`src/rtl/ddp_pkg.sv`:
```
// Shared defaults and SubPS entry layout for the data-driven pipeline stages.
// Entry layout: [0] = MF, [SEL_W:1] = port_f, [2*SEL_W:SEL_W+1] = port_t.
package ddp_pkg;

    localparam int unsigned PKT_W_DEFAULT    = 38;
    localparam int unsigned DEST_LSB_DEFAULT = 20;
    localparam int unsigned ADDR_W_DEFAULT   = 6;
    localparam int unsigned BR_BIT_DEFAULT   = 18;

    localparam int unsigned MF_BIT     = 0;
    localparam int unsigned PORT_F_LSB = 1;

    function automatic int unsigned port_t_lsb(input int unsigned sel_w);
        return 1 + sel_w;
    endfunction

    function automatic int unsigned ent_width(input int unsigned sel_w);
        return 1 + 2 * sel_w;
    endfunction

endpackage

```
`src/rtl/subps_ram.sv`:
```
// SubPS register file: one synchronous read port, one write port with
// read-before-write behaviour, synchronous clear of every entry on reset.
module subps_ram #(
    parameter int unsigned ADDR_W = 6,
    parameter int unsigned ENT_W  = 3
) (
    input  logic              clk_i,
    input  logic              rst_i,
    input  logic              rd_en_i,
    input  logic [ADDR_W-1:0] rd_addr_i,
    output logic [ENT_W-1:0]  rd_data_o,
    input  logic              we_i,
    input  logic [ADDR_W-1:0] wr_addr_i,
    input  logic [ENT_W-1:0]  wr_data_i
);

    localparam int unsigned DEPTH = 2 ** ADDR_W;

    logic [ENT_W-1:0] mem_q [DEPTH];
    logic [ENT_W-1:0] rd_data_q;

    // Read and write share the edge; non-blocking update gives the old entry.
    always_ff @(posedge clk_i) begin
        if (rst_i) begin
            for (int i = 0; i < DEPTH; i++) begin
                mem_q[i] <= '0;
            end
            rd_data_q <= '0;
        end else begin
            if (rd_en_i) begin
                rd_data_q <= mem_q[rd_addr_i];
            end
            if (we_i) begin
                mem_q[wr_addr_i] <= wr_data_i;
            end
        end
    end

    assign rd_data_o = rd_data_q;

endmodule

```
`src/rtl/b_stage_sync.sv`:
```
// Branch stage: S1 looks up the SubPS entry for the packet's destination,
// S2 holds the merged packet and steers it to one of NOUT Send/Ack channels.
module b_stage_sync
    import ddp_pkg::*;
#(
    parameter int unsigned PKT_W    = PKT_W_DEFAULT,
    parameter int unsigned DEST_LSB = DEST_LSB_DEFAULT,
    parameter int unsigned ADDR_W   = ADDR_W_DEFAULT,
    parameter int unsigned BR_BIT   = BR_BIT_DEFAULT,
    parameter int unsigned NOUT     = 2,
    localparam int unsigned SEL_W   = $clog2(NOUT),
    localparam int unsigned ENT_W   = ent_width(SEL_W)
) (
    input  logic              CP,
    input  logic              MR,
    input  logic [PKT_W-1:0]  PACKET_IN,
    input  logic              Send_in,
    output logic              Ack_out,
    output logic [PKT_W-1:0]  PACKET_OUT,
    output logic [NOUT-1:0]   Send_out,
    input  logic [NOUT-1:0]   Ack_in,
    input  logic              cfg_we,
    input  logic [ADDR_W-1:0] cfg_addr,
    input  logic [ENT_W-1:0]  cfg_data,
    output logic              route_err
);

    localparam int unsigned    PT_LSB = port_t_lsb(SEL_W);
    localparam logic [SEL_W:0] NOUT_W = (SEL_W + 1)'(NOUT);

    logic             s1_valid_q, s2_valid_q, route_err_q;
    logic [PKT_W-1:0] s1_pkt_q, s2_pkt_q;
    logic [SEL_W-1:0] s2_port_q;

    logic [ENT_W-1:0] entry;
    logic [SEL_W-1:0] sel_port, s1_port;
    logic [PKT_W-1:0] merged;
    logic             s1_err, accept, s1_move, s2_move;

    assign accept = Send_in && Ack_out;

    subps_ram #(
        .ADDR_W (ADDR_W),
        .ENT_W  (ENT_W)
    ) u_subps_ram (
        .clk_i     (CP),
        .rst_i     (MR),
        .rd_en_i   (accept),
        .rd_addr_i (PACKET_IN[DEST_LSB +: ADDR_W]),
        .rd_data_o (entry),
        .we_i      (cfg_we),
        .wr_addr_i (cfg_addr),
        .wr_data_i (cfg_data)
    );

    always_comb begin
        sel_port = s1_pkt_q[BR_BIT] ? entry[PT_LSB +: SEL_W] : entry[PORT_F_LSB +: SEL_W];
        // Only reachable for non-power-of-two NOUT; such packets fall back to port 0.
        s1_err   = {1'b0, sel_port} >= NOUT_W;
        s1_port  = s1_err ? '0 : sel_port;
        merged         = s1_pkt_q;
        merged[BR_BIT] = entry[MF_BIT];

        s2_move = s2_valid_q && Ack_in[s2_port_q];
        s1_move = s1_valid_q && (!s2_valid_q || s2_move);
        Ack_out = !s1_valid_q || s1_move;

        Send_out = '0;
        if (s2_valid_q) begin
            Send_out[s2_port_q] = 1'b1;
        end
    end

    always_ff @(posedge CP) begin
        if (MR) begin
            s1_valid_q  <= 1'b0;
            s2_valid_q  <= 1'b0;
            s1_pkt_q    <= '0;
            s2_pkt_q    <= '0;
            s2_port_q   <= '0;
            route_err_q <= 1'b0;
        end else begin
            if (accept) begin
                s1_valid_q <= 1'b1;
                s1_pkt_q   <= PACKET_IN;
            end else if (s1_move) begin
                s1_valid_q <= 1'b0;
            end

            if (s1_move) begin
                s2_valid_q <= 1'b1;
                s2_pkt_q   <= merged;
                s2_port_q  <= s1_port;
            end else if (s2_move) begin
                s2_valid_q <= 1'b0;
            end

            route_err_q <= s1_move && s1_err;
        end
    end

    assign PACKET_OUT = s2_pkt_q;
    assign route_err  = route_err_q;

endmodule

```
`config.mk`:
```
export PLATFORM = sky130hd
export DESIGN_NAME = b_stage_sync
export DESIGN_NICKNAME = d
export VERILOG_FILES = /design/src/rtl/ddp_pkg.sv /design/src/rtl/subps_ram.sv /design/src/rtl/b_stage_sync.sv
export SDC_FILE = /design/constraint.sdc
export NUM_CORES = 1
export LEC_CHECK = 0
export CORE_UTILIZATION = 50
export DETAILED_ROUTE_END_ITERATION = 7
export HOLD_SLACK_MARGIN = 0.15
export PLACE_DENSITY = 0.7
export SETUP_SLACK_MARGIN = 0.1
export SLEW_MARGIN = 20
export SYNTH_ARGS = -nofsm -noshare
export SYNTH_HDL_FRONTEND = slang
export SYNTH_SLANG_ARGS = --single-unit
```
`constraint.sdc`:
```
create_clock -name CP -period 4.85 [get_ports CP]
set_clock_uncertainty 0.2 [all_clocks]
set_input_delay 0.7275 -clock CP [delete_from_list [all_inputs] [get_ports CP]]
set_output_delay 0.7275 -clock CP [all_outputs]
set_load 0.03 [all_outputs]
```
* After elaboration in Yosys (flattened, before gate mapping) *
Memory sizes are Yosys's and may differ from the RTL's. A register that Yosys moved wholly into a read port is not among the register bits.
Index checks and enable logic that the tools add are counted.

cells by class
  magnitude comparators = 2
  muxes and demuxes = 18
  reductions and logical operators = 11

operators by type and width
  kind                  number
  $mux W1               14
  $mux W6               1
  $logic_and A1 B1 Y1   4
  $reduce_bool A2 Y1    2
  $mux W3               1
  $reduce_or A3 Y1      1
  $logic_not A1 Y1      2
  $logic_or A1 B1 Y1    2
  $lt A1 B2 Y1 const B  1
  $mux W2               1
  $demux W1 S1          1
  $ge A1 B1 Y1 const B  1

word-level totals
  flip-flop bits (word level) = 79
  memory bits (writable) = 192
  input bits = 53
  output and inout port bits = 42
  memories kept = 1

memories
  name               words  bits a word  read ports  clocked after memory_dff  write ports  RTL line         text
  u_subps_ram.mem_q  64     3            1           1                         64           subps_ram.sv:19  logic [ENT_W-1:0] mem_q [DEPTH];

* Longest topological paths before layout *
Gate-level depths: netlist of run 1.

  depth after elaboration = 8
  depth in mapped cells = 9
  depth with buffers taken out = 5

* By module *
From an unflattened synthesis of run 1, not the netlist that was laid out.

second synthesis, totals
  cell total of the unflattened synthesis = 1009
  area, all modules = 12927.4 um2

modules (own cells, without submodules)
  module        times used  cells each  area an instance (um2)  seq. area each (um2)
  subps_ram     1           700         9618.0                  5825.6
  b_stage_sync  1           309         3309.4                  1581.5

* Worst setup path after synthesis of run 1 *
OpenSTA, ideal clock, no wires.

  path kind = input to register
  start point = input port cfg_addr[0]
  end point = memory u_subps_ram.mem_q[17][0], enable pin
  arrival = 2.127 ns
  data required time = 4.348 ns
  slack = 2.221 ns
  stages = 6
  path buffers = 2
  cells stage by stage = clkbuf_1 nor3b_1 and2_0 clkbuf_1 nand2_1 nand2_1

RTL lines
  element          RTL line            text
  start, declared  b_stage_sync.sv:23  input logic [ADDR_W-1:0] cfg_addr,
  end, declared    subps_ram.sv:19

* Final worst setup path of run 1 *
  start point = input port Ack_in[1]
  end point = output port Ack_out

on the way
  word-level cells in the longest chain between the ends = 6

ends and longest elaborated chain
  element                                      RTL line            text
  start, declared                              b_stage_sync.sv:21  input logic [NOUT-1:0] Ack_in,
  $mux W1 (not written as such) (2 in series)  b_stage_sync.sv:64  s2_move = s2_valid_q && Ack_in[s2_port_q];
  $logic_and A1 B1 Y1                          b_stage_sync.sv:64
  $logic_or A1 B1 Y1                           b_stage_sync.sv:65  s1_move = s1_valid_q && (!s2_valid_q || s2_move);
  $logic_and A1 B1 Y1                          b_stage_sync.sv:65
  $logic_or A1 B1 Y1                           b_stage_sync.sv:66  Ack_out = !s1_valid_q || s1_move;
  end, declared                                b_stage_sync.sv:18  output logic Ack_out,

Every way passes these cells. The select of a mux whose other input is x is not followed.

==> run_results.csv, run 1 <==
group,metric,value,unit
outcome,outcome,"completed",
clock_tree,clockBufferDepth,3,
logic_synthesis,ys_async_sr_fraction,0,
setup_path,worstPathMaxFanout,5,
floorplanning,die_x,159.8,um
sta,relSlewSlack,0.3547,
clock_tree,cts_inserted_buffers,28,
setup_path,path_cells,"clkdlybuf4s50_1 > mux2i_1 > nand3_1 > clkdlybuf4s50_1",
setup_path,cpMaxStageDelayCell,"clkdlybuf4s50_1",
floorplanning,rows,57,
cells_and_area,final_area,14340,sq um
clock_tree,cts.sinks,274,
logic_synthesis,yosysTopAreaCellShare,0.4628,
cells_and_area,fin_cells,1476,
setup_path,path_class,"primary input to output pin",
floorplanning,core-area,24390,sq um
clock_tree,root_buffer,"clkbuf_16",
sta,min_period,3288,ps
worst_hold_path,hp-class,"register to register",
power,p_per_area,351.7,nW/um^2
floorplanning,die_h,159.8,um
setup_path,r2r-start,"s2_port_q",
worst_hold_path,hold_path_end,"PACKET_OUT[15]",
clock_tree,hold_buffers,0,
flow_run,maxCapViolCount,0,
logic_synthesis,synth.area.top_cells,"edfxtp_1, dfxtp_1, nand2_1",
sta,worst_pin_slew,967.4,ps
logic_synthesis,yosysSeqAreaShare,0.5946,
placement,gp_congestion,0.8669,
setup_path,cp.buffers_inverters,2,
power,vdd_drop_max,0.2759,mV
worst_hold_path,hold_depth,2,
sta,whs,244.5,ps
grt,grt_overflow,0,
logic_synthesis,syn_area_per_cell,11.51,sq um
logic_synthesis,syn_area,12460,sq um
placement,dp.cells,1428,
grt,antenna_found_initial,0,
drt,routed_wl,29660,um
setup_path,r2r-end,"u_subps_ram.rd_data_o[1]",
floorplanning,die-area,25550,sq um
clock_tree,cts_max_level,1,
logic_synthesis,synth_flop_cell,"edfxtp_1",
floorplanning,start_util,0.5107,
drt,ant_nets,0,
grt,grt_max_degree,65,
worst_hold_path,worst_hold_startpoint,"s1_pkt_q[15]",
sta,report.final.setup_viol,0,
sta,slew_viol_final,0,
setup_path,crit_family,"buffers and inverters",
setup_path,reg2reg_depth,5,
drt,drc,0,
logic_synthesis,syn-instance-count,1082,
setup_path,cp_data_arrival_time,2360,ps
clock_tree,path_clk_slew,60,ps
clock_tree,cts_resized,0,
placement,place_area,13530,sq um
sta,setup_tns,0,ps
logic_synthesis,ys_ff_latch,274,
drt,vias,8482,
placement,post-place-ws,1286,ps
grt,grtUsageTotal,0.2336,
floorplanning,io_pins,95,
cells_and_area,finalNetCount,1187,
sta,rsz0062_at_grt,"false",
sta,finalCritPeriodShare,0.6779,
logic_synthesis,synth_fp_nets,1135,
placement,io_buffers,93,
logic_synthesis,synth_edf_count,192,
cells_and_area,antenna_cells,0,
grt,grt_pass1_vias,7994,
sta,timing.fmax,304.1,MHz
placement,place_hpwl,18850,um
cells_and_area,syn_to_final_growth,15.15,%
logic_synthesis,yosysWarnings,0,
sta,fin_ws,1562,ps
setup_path,crit_top_cell,"clkdlybuf4s50_1",
clock_tree,clk_latency,540,ps
power,cellLeakagePower,5.318,nW
drt,vias_per_cell,5.747,
cells_and_area,post-route-util,0.5881,
setup_path,critPathMaxStageDelay,620,ps
setup_path,reg2reg_slack,2250,ps
drt,drt_iter0_markers,921,
sta,hold_violations,0,
logic_synthesis,ys_top_cells_by_count,"nand2_1, edfxtp_1, and2_1",
grt,grt_pass1_wl,46200,um
logic_synthesis,synth_most_common_cell,"nand2_1",
cells_and_area,drive_above_1_share,0.1007,
clock_tree,cts_tree,"yes",
setup_path,end_kind,"output pin",
power,finalPower,5.045,mW
setup_path,startpoint_type,"primary input",
logic_synthesis,yosys.area.top_type,"edfxtp_1",
setup_path,cp_data_required_time,3920,ps
logic_synthesis,ys_types,44,
drt,post_drt_wl_per_cell,20.09,um
clock_tree,post_cts_buffers,0,
drt,dr.pass1.iters,5,
-- routing by layer --
layer | track usage | share of wire | vias up
li1 | - | - | 3940
met1 | 0.3197 | 0.42 | 4107
met2 | 0.3839 | 0.48 | 365
met3 | 0.03610 | 0.071 | 70
met4 | 0.07576 | 0.033 | 0
met5 | 0 | 0 | -
-- final cells by class --
class | count | area [sq um]
fillers | 2009 | 10050
clock buffers | 39 | 763.2
repair buffers | 117 | 1096
well taps | 324 | 405.4
inverters | 6 | 22.52
multi-input cells | 707 | 4603
clock inverters | 9 | 46.29
flip-flops and latches | 274 | 7407
-- worst reg2reg max path, cell delays in order (launching register included) --
cell	delay, ps
dfxtp_1	400
mux2i_1	520
a31o_2	800
nor2_1	220
a31oi_1	230
o22ai_1	90
-- power by group --
part	total (mW)	leakage, nW	internal [mW]	switching [mW]
Sequential	2.66	2.49	2.61	0.0488
Combinational	0.444	2.44	0.179	0.265
Clock	1.94	0.388	1.09	0.852
-- registers in the layout, indices dropped and copies added, names as in the netlist --
name and cells:
PACKET_OUT 38, s1_pkt_q 38, s1_valid_q 1, s2_port_q 1
s2_valid_q 1, u_subps_ram.mem_q 192, u_subps_ram.rd_data_o 3
-- cell usage in the layout, fill, tap and decap left out, types with 5 or more instances in the layout --
cell,n
o21ai_0,30
nand2_1,223
clkinv_1,6
nor3b_1,7
nor2_1,40
clkbuf_1,10
mux2i_1,17
nor3_1,5
and2_1,110
clkbuf_16,29
nor2b_1,5
dfxtp_1,82
mux4_1,14
buf_2,5
and3_1,91
nand3_1,5
clkdlybuf4s50_1,87
a21oi_1,79
mux2_2,7
or2_2,6
mux4_2,33
buf_4,24
edfxtp_1,192
o22ai_1,5
-- cell families after synthesis --
family / after synthesis / synth area share
AOI/OAI and AO/OA: 132 / 0.05795
buffers and inverters: 101 / 0.03736
other: 1 / 0.0003010
DFF: 274 / 0.5946
muxes: 71 / 0.1092
and+or+nand+nor: 503 / 0.2006
-- worst max-delay path by stage --
stage | startpoint | endpoint | slack (ps) | cells past startpoint
finish | Ack_in[1] | Ack_out | 1560 | 4
global route | Ack_in[1] | Ack_out | 1450 | 4
CTS | Ack_in[1] | Ack_out | 1560 | 4
detailed placement | cfg_addr[1] | u_subps_ram.mem_q[34][0] | 1290 | 5
global placement | cfg_addr[1] | u_subps_ram.mem_q[18][0] | 1390 | 5
floorplan | cfg_addr[0] | u_subps_ram.mem_q[17][0] | 2220 | 6
Power figures use the tool's default switching activity.
==> run 2, diff against run 1 <==
==> constraint.sdc (replaced) <==
create_clock -name CP -period 3.1 [get_ports CP]
set_clock_uncertainty 0.2 [all_clocks]
set_input_delay 0.465 -clock CP [delete_from_list [all_inputs] [get_ports CP]]
set_output_delay 0.465 -clock CP [all_outputs]
set_load 0.03 [all_outputs]
==> run 2 against run 1 <==
Clock power grew 71%. Final cell count is 2.7% higher. Power rose by 63%. Wire length grew 3.7%. Worst setup slack worse by 1300 ps. Via count increased by 1.3%. Design area up 3.2%. Non-clock buffer count increased by 34. Global-route usage grew 1.1 points. Highest routed layer unchanged.
==> run_results.csv, run 2 (synthesis results as in run 1) <==
group,metric,value,unit
drt,vias_per_cell,5.666,
setup_path,r2r-end,"u_subps_ram.rd_data_o[0]",
power,power_frac_clock,0.404,
cells_and_area,final_common_cell,"nand2_1",
sta,min_period,2867,ps
placement,place_hpwl,20370,um
floorplanning,rows,57,
setup_path,reg2reg_depth,5,
clock_tree,clockBufferDepth,3,
clock_tree,cts_max_level,1,
grt,grt_pass1_wl,47870,um
drt,post_drt_wl_per_cell,20.30,um
sta,setup_tns,0,ps
floorplanning,die-area,25550,sq um
floorplanning,start_util,0.5107,
power,netSwitchingFraction,0.2313,
power,p_per_area,556.3,nW/um^2
floorplanning,core-area,24390,sq um
clock_tree,cts.sinks,274,
floorplanning,io_pins,95,
drt,routed_wl,30770,um
grt,grt_overflow,0,
cells_and_area,antenna_cells,0,
drt,vias,8590,
power,p_comb_frac,0.090,
drt,drc,0,
grt,grt_pass1_vias,8306,
power,seq_power_share,0.506,
setup_path,cp_data_required_time,2430,ps
setup_path,startpoint_type,"register",
cells_and_area,regMostFlops,"u_subps_ram.mem_q",
setup_path,r2r-start,"u_subps_ram.mem_q[39][0]",
flow_run,maxCapViolCount,0,
power,vdd_drop_max,0.4105,mV
cells_and_area,syn_to_final_growth,18.81,%
sta,slew_viol_final,0,
clock_tree,post_cts_buffers,0,
power,p_sw,1.904,mW
cells_and_area,largest_register_ffs,192,
sta,report.final.setup_viol,0,
setup_path,cp_data_arrival_time,2200,ps
grt,grtUsageTotal,0.2443,
power,cellLeakagePower,5.593,nW
cells_and_area,final.fill_count,1946,
clock_tree,root_buffer,"clkbuf_16",
setup_path,reg2reg_slack,820,ps
floorplanning,die_x,159.8,um
cells_and_area,finalNetCount,1223,
sta,timing.fmax,348.8,MHz
drt,ant_nets,0,
setup_path,path_class,"register to output pin",
setup_path,end_kind,"output pin",
clock_tree,path_clk_slew,60,ps
floorplanning,die_h,159.8,um
sta,relSlewSlack,0.3891,
grt,antenna_found_initial,0,
sta,worst_pin_slew,916.4,ps
setup_path,critPathLaunch,"s2_port_q",
sta,finalCritPeriodShare,0.9249,
clock_tree,clk_latency,550,ps
setup_path,worstPathMaxFanout,5,
placement,gp_congestion,0.8305,
placement,io_buffers,93,
worst_hold_path,hp-class,"register to register",
clock_tree,cts_tree,"yes",
outcome,outcome,"completed",
drt,drt_iter0_markers,1056,
sta,hold_violations,0,
grt,grt_max_degree,90,
cells_and_area,drive_above_1_share,0.1351,
setup_path,crit_path_end,"Ack_out",
clock_tree,cts_inserted_buffers,30,
cells_and_area,mostFrequentLayoutCells,"nand2_1, edfxtp_1, and2_1",
power,internal_power,6.329,mW
cells_and_area,post-route-util,0.6068,
drt,dr.pass1.iters,6,
sta,rsz0062_at_grt,"false",
==> run 2: cell types whose count changed in the layout (fill, tap and decap cells not counted), sizes merged <==
cell,delta
buf,+34
clkbuf,+2
clkinv,+5
clkinvlp,-2
inv,+1
==> run 2: worst min path at each step <==
stage                        startpoint  depth (start not counted)  slack [ps]              to
after floorplan             s1_pkt_q[0]                          2         230   PACKET_OUT[0]
after global placement      s1_pkt_q[8]                          2         240   PACKET_OUT[8]
after detailed placement   s1_pkt_q[31]                          2         240  PACKET_OUT[31]
after CTS                  s1_pkt_q[11]                          2         250  PACKET_OUT[11]
after global routing      PACKET_IN[13]                          3         260    s1_pkt_q[13]
final                      s1_pkt_q[11]                          2         250  PACKET_OUT[11]
==> run 2: cell type report <==
cell class	count	area, sq um	area share
Sequential cell	274	7407	0.5005
Multi-Input combinational cell	707	4607	0.3113
Timing Repair Buffer	151	1436	0.09705
Clock buffer	41	859.6	0.05808
Tap cell	324	405.4	0.02739
Clock inverter	13	62.56	0.004227
Inverter	6	22.52	0.001522
==> run 2: per-layer routing <==
layer / vias up / track usage / share of wire
met1: 4119 / 0.3255 / 0.40
met3: 64 / 0.03922 / 0.084
met2: 381 / 0.4043 / 0.49
met5: - / 0 / 0
met4: 0 / 0.09221 / 0.036
li1: 4026 / - / -
==> run 2: power groups by stage <==
| stage | Sequential, mW | Combinational [mW] | Clock (mW) |
|---|---|---|---|
| after global placement | 4.24 | 0.730 | 0 |
| after floorplan | 4.22 | 0.433 | 0 |
| after global routing | 4.18 | 0.794 | 3.51 |
| final | 4.17 | 0.743 | 3.32 |
| after detailed placement | 4.24 | 0.738 | 0 |
| after CTS | 4.17 | 0.742 | 3.36 |
==> run 2: critical path, cell delays in order (launching register included) <==
cell	delay, ps
dfxtp_1	420
mux2i_2	440
nand3_1	170
clkdlybuf4s50_1	620
==> run 2: repair_timing <==
action,CTS,global route
setup endpoints to repair,0,1
hold endpoints to repair,0,0
resized for setup,0,1
hold buffers,0,0
==> run 2: through the flow <==
step | power [mW] | cell area (sq um) | worst slack (ps) | hold slack, ps | cells
floorplan | 4.657 | 12460 | 733.0 | 232.2 | 1082
global placement | 4.966 | 13870 | 201.3 | 235.5 | 1462
detailed placement | 4.980 | 13870 | 186.0 | 241.9 | 1462
CTS | 8.265 | 14800 | 103.1 | 248.9 | 1516
global route | 8.488 | 14800 | 145.0 | 256.4 | 1516
finish | 8.233 | 14800 | 232.8 | 245.9 | 1516
==> run 3, diff against run 2 <==
--- a/config.mk
+++ b/config.mk
@@ -5,6 +5,7 @@
 export SDC_FILE = /design/constraint.sdc
 export NUM_CORES = 1
 export LEC_CHECK = 0
+export CAP_MARGIN = 20
 export CORE_UTILIZATION = 50
 export DETAILED_ROUTE_END_ITERATION = 7
 export HOLD_SLACK_MARGIN = 0.15
==> results of run 3 <==
No change in the layout: final DEF, timing and power equal those of run 2.
